File: src/rtl/regfile_pkg.sv
// Shared defaults and types for the multi-port register file.
// Parametrised instances derive their own widths from these defaults.
package regfile_pkg;

  localparam int XLEN_DEF = 32;
  localparam int NREG_DEF = 32;
  localparam int AW_DEF   = $clog2(NREG_DEF);

  typedef logic [AW_DEF-1:0]   reg_addr_t;
  typedef logic [XLEN_DEF-1:0] xword_t;

  localparam reg_addr_t ZERO_REG = '0;

endpackage

File: src/rtl/regfile_scoreboard.sv
// Per-register busy scoreboard for RAW hazard detection.
// Holds the busy vector, the reserve-over-clear priority and the busy count.
module regfile_scoreboard
  import regfile_pkg::*;
#(
  parameter int NREG   = NREG_DEF,
  parameter int NUM_WR = 1,
  localparam int AW    = $clog2(NREG),
  localparam int CW    = $clog2(NREG) + 1
) (
  input  logic                       clk,
  input  logic                       rst,
  input  logic [NUM_WR-1:0]          we,
  input  logic [NUM_WR-1:0][AW-1:0]  wa,
  input  logic                       rsv_en,
  input  logic [AW-1:0]              rsv_addr,
  output logic [NREG-1:0]            busy,
  output logic [CW-1:0]              busy_cnt
);

  logic [NREG-1:0] busy_r;
  logic [NREG-1:0] busy_next_s;
  logic [CW-1:0]   cnt_r;

  function automatic logic [CW-1:0] popcount(input logic [NREG-1:0] v);
    logic [CW-1:0] c;
    c = {CW{1'b0}};
    for (int k = 0; k < NREG; k++) begin
      c = c + CW'(v[k]);
    end
    return c;
  endfunction

  // Next busy vector: retiring writes clear, a new reservation overrides them.
  always_comb begin
    busy_next_s = busy_r;
    for (int i = 0; i < NUM_WR; i++) begin
      if (we[i] && (wa[i] != {AW{1'b0}})) begin
        busy_next_s[wa[i]] = 1'b0;
      end else begin
        busy_next_s = busy_next_s;
      end
    end
    if (rsv_en && (rsv_addr != {AW{1'b0}})) begin
      busy_next_s[rsv_addr] = 1'b1;
    end else begin
      busy_next_s = busy_next_s;
    end
    busy_next_s[0] = 1'b0;
  end

  // Busy state and its registered popcount (lags the busy vector by one cycle).
  always_ff @(posedge clk or negedge rst) begin
    if (!rst) begin
      busy_r <= {NREG{1'b0}};
      cnt_r  <= {CW{1'b0}};
    end else begin
      busy_r <= busy_next_s;
      cnt_r  <= popcount(busy_r);
    end
  end

  assign busy     = busy_r;
  assign busy_cnt = cnt_r;

endmodule

File: src/rtl/regfile_mp.sv
// Multi-port architectural register file with optional write-to-read bypass
// and a busy scoreboard; register 0 is hardwired to zero.
module regfile_mp
  import regfile_pkg::*;
#(
  parameter int XLEN   = XLEN_DEF,
  parameter int NREG   = NREG_DEF,
  parameter int NUM_RD = 2,
  parameter int NUM_WR = 1,
  parameter int BYPASS = 1,
  localparam int AW    = $clog2(NREG)
) (
  input  logic                         clk,
  input  logic                         rst,
  input  logic [NUM_RD-1:0][AW-1:0]    ra,
  output logic [NUM_RD-1:0][XLEN-1:0]  rd,
  output logic [NUM_RD-1:0]            rd_busy,
  input  logic [NUM_WR-1:0]            we,
  input  logic [NUM_WR-1:0][AW-1:0]    wa,
  input  logic [NUM_WR-1:0][XLEN-1:0]  wd,
  input  logic                         rsv_en,
  input  logic [AW-1:0]                rsv_addr,
  output logic [$clog2(NREG):0]        busy_cnt
);

  logic [XLEN-1:0]   regs_r [NREG];
  logic [NREG-1:0]   busy_s;
  logic [NUM_RD-1:0] hit_s;

  regfile_scoreboard #(
    .NREG   (NREG),
    .NUM_WR (NUM_WR)
  ) u_sb (
    .clk      (clk),
    .rst      (rst),
    .we       (we),
    .wa       (wa),
    .rsv_en   (rsv_en),
    .rsv_addr (rsv_addr),
    .busy     (busy_s),
    .busy_cnt (busy_cnt)
  );

  // Data array; later write ports override earlier ones on an address collision.
  always_ff @(posedge clk or negedge rst) begin
    if (!rst) begin
      for (int r = 0; r < NREG; r++) begin
        regs_r[r] <= {XLEN{1'b0}};
      end
    end else begin
      for (int i = 0; i < NUM_WR; i++) begin
        if (we[i] && (wa[i] != {AW{1'b0}})) begin
          regs_r[wa[i]] <= wd[i];
        end
      end
    end
  end

  // Read mux with bypass; outputs are forced to zero while reset is held.
  always_comb begin
    rd      = {(NUM_RD*XLEN){1'b0}};
    rd_busy = {NUM_RD{1'b0}};
    hit_s   = {NUM_RD{1'b0}};
    for (int j = 0; j < NUM_RD; j++) begin
      if (!rst || (ra[j] == {AW{1'b0}})) begin
        rd[j]      = {XLEN{1'b0}};
        rd_busy[j] = 1'b0;
      end else begin
        rd[j]      = regs_r[ra[j]];
        rd_busy[j] = busy_s[ra[j]];
        for (int i = 0; i < NUM_WR; i++) begin
          if ((BYPASS != 0) && we[i] && (wa[i] == ra[j])) begin
            rd[j]    = wd[i];
            hit_s[j] = 1'b1;
          end else begin
            hit_s[j] = hit_s[j];
          end
        end
        // A forwarded value is no longer pending unless it is being re-reserved.
        if (hit_s[j]) begin
          rd_busy[j] = rsv_en && (rsv_addr == ra[j]);
        end else begin
          rd_busy[j] = rd_busy[j];
        end
      end
    end
  end

endmodule

File: config.mk
export PLATFORM = sky130hd
export DESIGN_NAME = regfile_mp
export DESIGN_NICKNAME = d
export VERILOG_FILES = /design/src/rtl/regfile_pkg.sv /design/src/rtl/regfile_scoreboard.sv /design/src/rtl/regfile_mp.sv
export SDC_FILE = /design/constraint.sdc
export NUM_CORES = 2
export LEC_CHECK = 0
export ABC_AREA = 1
export BUFFER_PORTS_ARGS = -buffer_cell sky130_fd_sc_hd__buf_2
export CAP_MARGIN = 20
export CORE_MARGIN = 1.5
export CORE_UTILIZATION = 40
export CTS_BUF_LIST = sky130_fd_sc_hd__clkbuf_2 sky130_fd_sc_hd__clkbuf_4 sky130_fd_sc_hd__clkbuf_8
export DETAILED_ROUTE_END_ITERATION = 6
export SETUP_SLACK_MARGIN = 0.5
export SYNTH_ARGS = -nofsm -noshare
export SYNTH_HDL_FRONTEND = slang
export SYNTH_SLANG_ARGS = --single-unit
File: constraint.sdc
create_clock -name clk -period 5.8 [get_ports clk]
set_input_delay 0.87 -clock clk [delete_from_list [all_inputs] [get_ports clk]]
set_output_delay 0.87 -clock clk [all_outputs]
set_load 0.01 [all_outputs]
==> run metrics <==
Core ar.=0.1558 mm²; synth unique cells=30; GRT Residual Overflow=0; Die ar.=0.1591 mm²; Post-DP HPWL=140100 µm; Syn Nets=9626; WL/cell=22.42 µm; gr usage total=0.3183; depth of the CTS H-tree=4; fraction of layout cells with a size suffix above 1=0.07202; Worst Path Max Fanout=4; Area Growth Syn to Fin=8.948%; # hold bufs at CTS=1; Post-synth EDFFs=0; CTS resizes=0; status=completed; Syn. warnings=0; DRT Wirelength=256100 µm; Final Hold Viols=0; syn_area_per_cell=6.573 µm²; vias=63730; HP Start=rsv_addr[2]; CTS tree=done; fin. max-slew vios=0; Setup crit end kind=flip-flop; most frequent cell after synthesis=nand2_1; Synth area leader=dfrtp_1; Max Cap Viol=0; Rows=145; RSZ-0062 raised after global routing=no; clk root buf=clkbuf_8; worst-margin pin slew=1.196 ns; R2R Path Start=u_sb.busy[1]; Peak supply drop=528.4 µV; setup TNS=0 ns; via-per-instance ratio=5.579; Area contributors post-synth=dfrtp_1 42%, nand2_1 22%, nand3_1 9.0%, o21ai_0 8.2%, nor2_1 5.2%; post-CTS setup buffers=0; io pins=128; sequential share of the synthesized area=0.4235; worst skew pair latency=0.95 ns; crit path kind=flip-flop to flip-flop; vias in the first global route=59290; register area=0.02655 mm²; number of antenna violations at the first check in global routing=17; multi-input logic area=0.03005 mm²; nets=9301; initial core utilization=0.4023; Fillers=15960; Reg clk slew, reported paths=0.06 ns; Placer Congestion=0.8748; CP startpoint kind=flip-flop; Worst slew margin=0.2019; post-synth top area share=0.4235; Clock Skew=0.009643 ns; Mapped Cells=9538; Most used DFF post-synth=dfrtp_1; pwr dens=365.9 mW/mm²; fmax=204.0 MHz; final core occ=0.4382; total iterations of the first detailed-routing run=7; CP required=6.67 ns; # DRC=0; largest net degree at the start of global routing=171; post-synthesis async set-or-reset flop share=1.000; Port Buffers=127; Post-Syn Area=0.06269 mm²; DIE WIDTH=398.9 µm; leakage=32.83 nW; total CTS buffers=184; Final ANT Viol Nets=0; initial drt markers=8673; Crit. Startpoint=u_sb.busy[1]; Final min period=4.902 ns; fin crit share=0.8452; buffer depth of the longest clock path=3; HP Class=input port to flip-flop; Synth Register Bits=1061; clock tree sinks=1061; first-pass GRT wire length=380500 µm; Die H=398.9 µm; synth cell count leaders=3699 x nand2_1, 1124 x nand3_1, 1061 x dfrtp_1; Worst Path Arrival=5.78 ns; Setup violations, final=0
power by group:
group / switching (W) / internal (W) / leakage (nW)
Combinational: 0.00491 / 0.00273 / 17.9
Sequential: 0.000701 / 0.00904 / 12.7
Clock: 0.00340 / 0.00421 / 2.15
cell usage in the layout (no fill, tap or decap), types with 3 or more instances in the layout:
| master | n |
|---|---|
| nand2_1 | 3699 |
| nand3_1 | 1123 |
| dfrtp_1 | 1061 |
| o21ai_0 | 1024 |
| nor2_1 | 843 |
| inv_1 | 699 |
| clkbuf_8 | 248 |
| buf_2 | 117 |
| buf_4 | 98 |
| a21oi_1 | 73 |
| o211ai_1 | 64 |
| clkbuf_4 | 59 |
| buf_12 | 38 |
| o22ai_1 | 32 |
| nor2_4 | 25 |
| clkinv_2 | 23 |
| fa_1 | 23 |
| inv_2 | 19 |
| or2_2 | 18 |
| o21ai_1 | 11 |
| ha_1 | 9 |
| diode_2 | 8 |
| nor3_1 | 8 |
| inv_6 | 6 |
| nand4_1 | 5 |
| xor2_1 | 4 |
| clkinvlp_4 | 4 |
| buf_6 | 4 |
| buf_16 | 4 |
| xnor2_1 | 3 |
| buf_8 | 3 |
state kept, by name, summed over array words and instances (netlist names):
name           flops
regs_r          1024
u_sb.busy         31
u_sb.busy_cnt      6
cell type report:
type | count | share of cell area
diodes | 8 | 0.0002931
clock buffers | 307 | 0.05646
clock inverters | 24 | 0.002491
inverters | 732 | 0.04082
multi-input cells | 6969 | 0.4399
flip-flops and latches | 1061 | 0.3887
well taps | 2058 | 0.03770
repair buffers | 265 | 0.03356
per-layer routing:
metal | global-route usage | part of all wire
met1 | 0.4342 | 0.41
met2 | 0.4776 | 0.42
met3 | 0.07290 | 0.12
met4 | 0.1475 | 0.048
met5 | 0 | 0.00027
metrics by stage:
stage | hold slack, ns | instance area [µm²] | power (W) | worst slack (ns) | std cells
global route | 0.3715 | 68290 | 0.02665 | 0.6790 | 11420
CTS | 0.3101 | 68220 | 0.02502 | 0.8910 | 11410
global placement | 0.3870 | 64130 | 0.01718 | 0.9057 | 11080
finish | 0.3788 | 68300 | 0.02499 | 0.8980 | 11420
detailed placement | 0.3899 | 64190 | 0.01741 | 0.9171 | 11080
floorplan | 0.4508 | 62690 | 0.01521 | 1.170 | 9538
cell families (layout without fill, tap and decap cells):
kind of cell	count (synthesis)	count (layout)	share of synthesized area
DFF	1061	1061	0.4235
buffers and inverters	1508	1328	0.09985
other	0	8	0
xor gates and xnor gates	7	7	0.0009780
adders and majority gates	32	32	0.009141
and+or+nand+nor	5724	5724	0.3670
AOI/OAI and AO/OA	1206	1206	0.09954
final timing paths:
kind	end	cells after the start	slack, ns
max in group asynchronous	regs_r[538]	5	2.68
hold reg to reg	regs_r[1020]	0	0.40
setup reg to reg	u_sb.busy_cnt[4]	15	0.90
min in group asynchronous	regs_r[409]	2	0.47
setup / recovery	u_sb.busy_cnt[4]	15	0.90
hold / removal	u_sb.busy[7]	3	0.38
critical path: stages (launching register included):
cell,delay [ns]
dfrtp_1,0.42
ha_1,0.30
inv_1,0.07
fa_1,0.45
fa_1,0.52
fa_1,0.44
fa_1,0.52
fa_1,0.43
fa_1,0.49
inv_1,0.04
ha_1,0.21
fa_1,0.46
a21oi_1,0.17
nor2_1,0.06
nor2_1,0.11
xnor2_1,0.13
(Power assumes the default switching activity.)
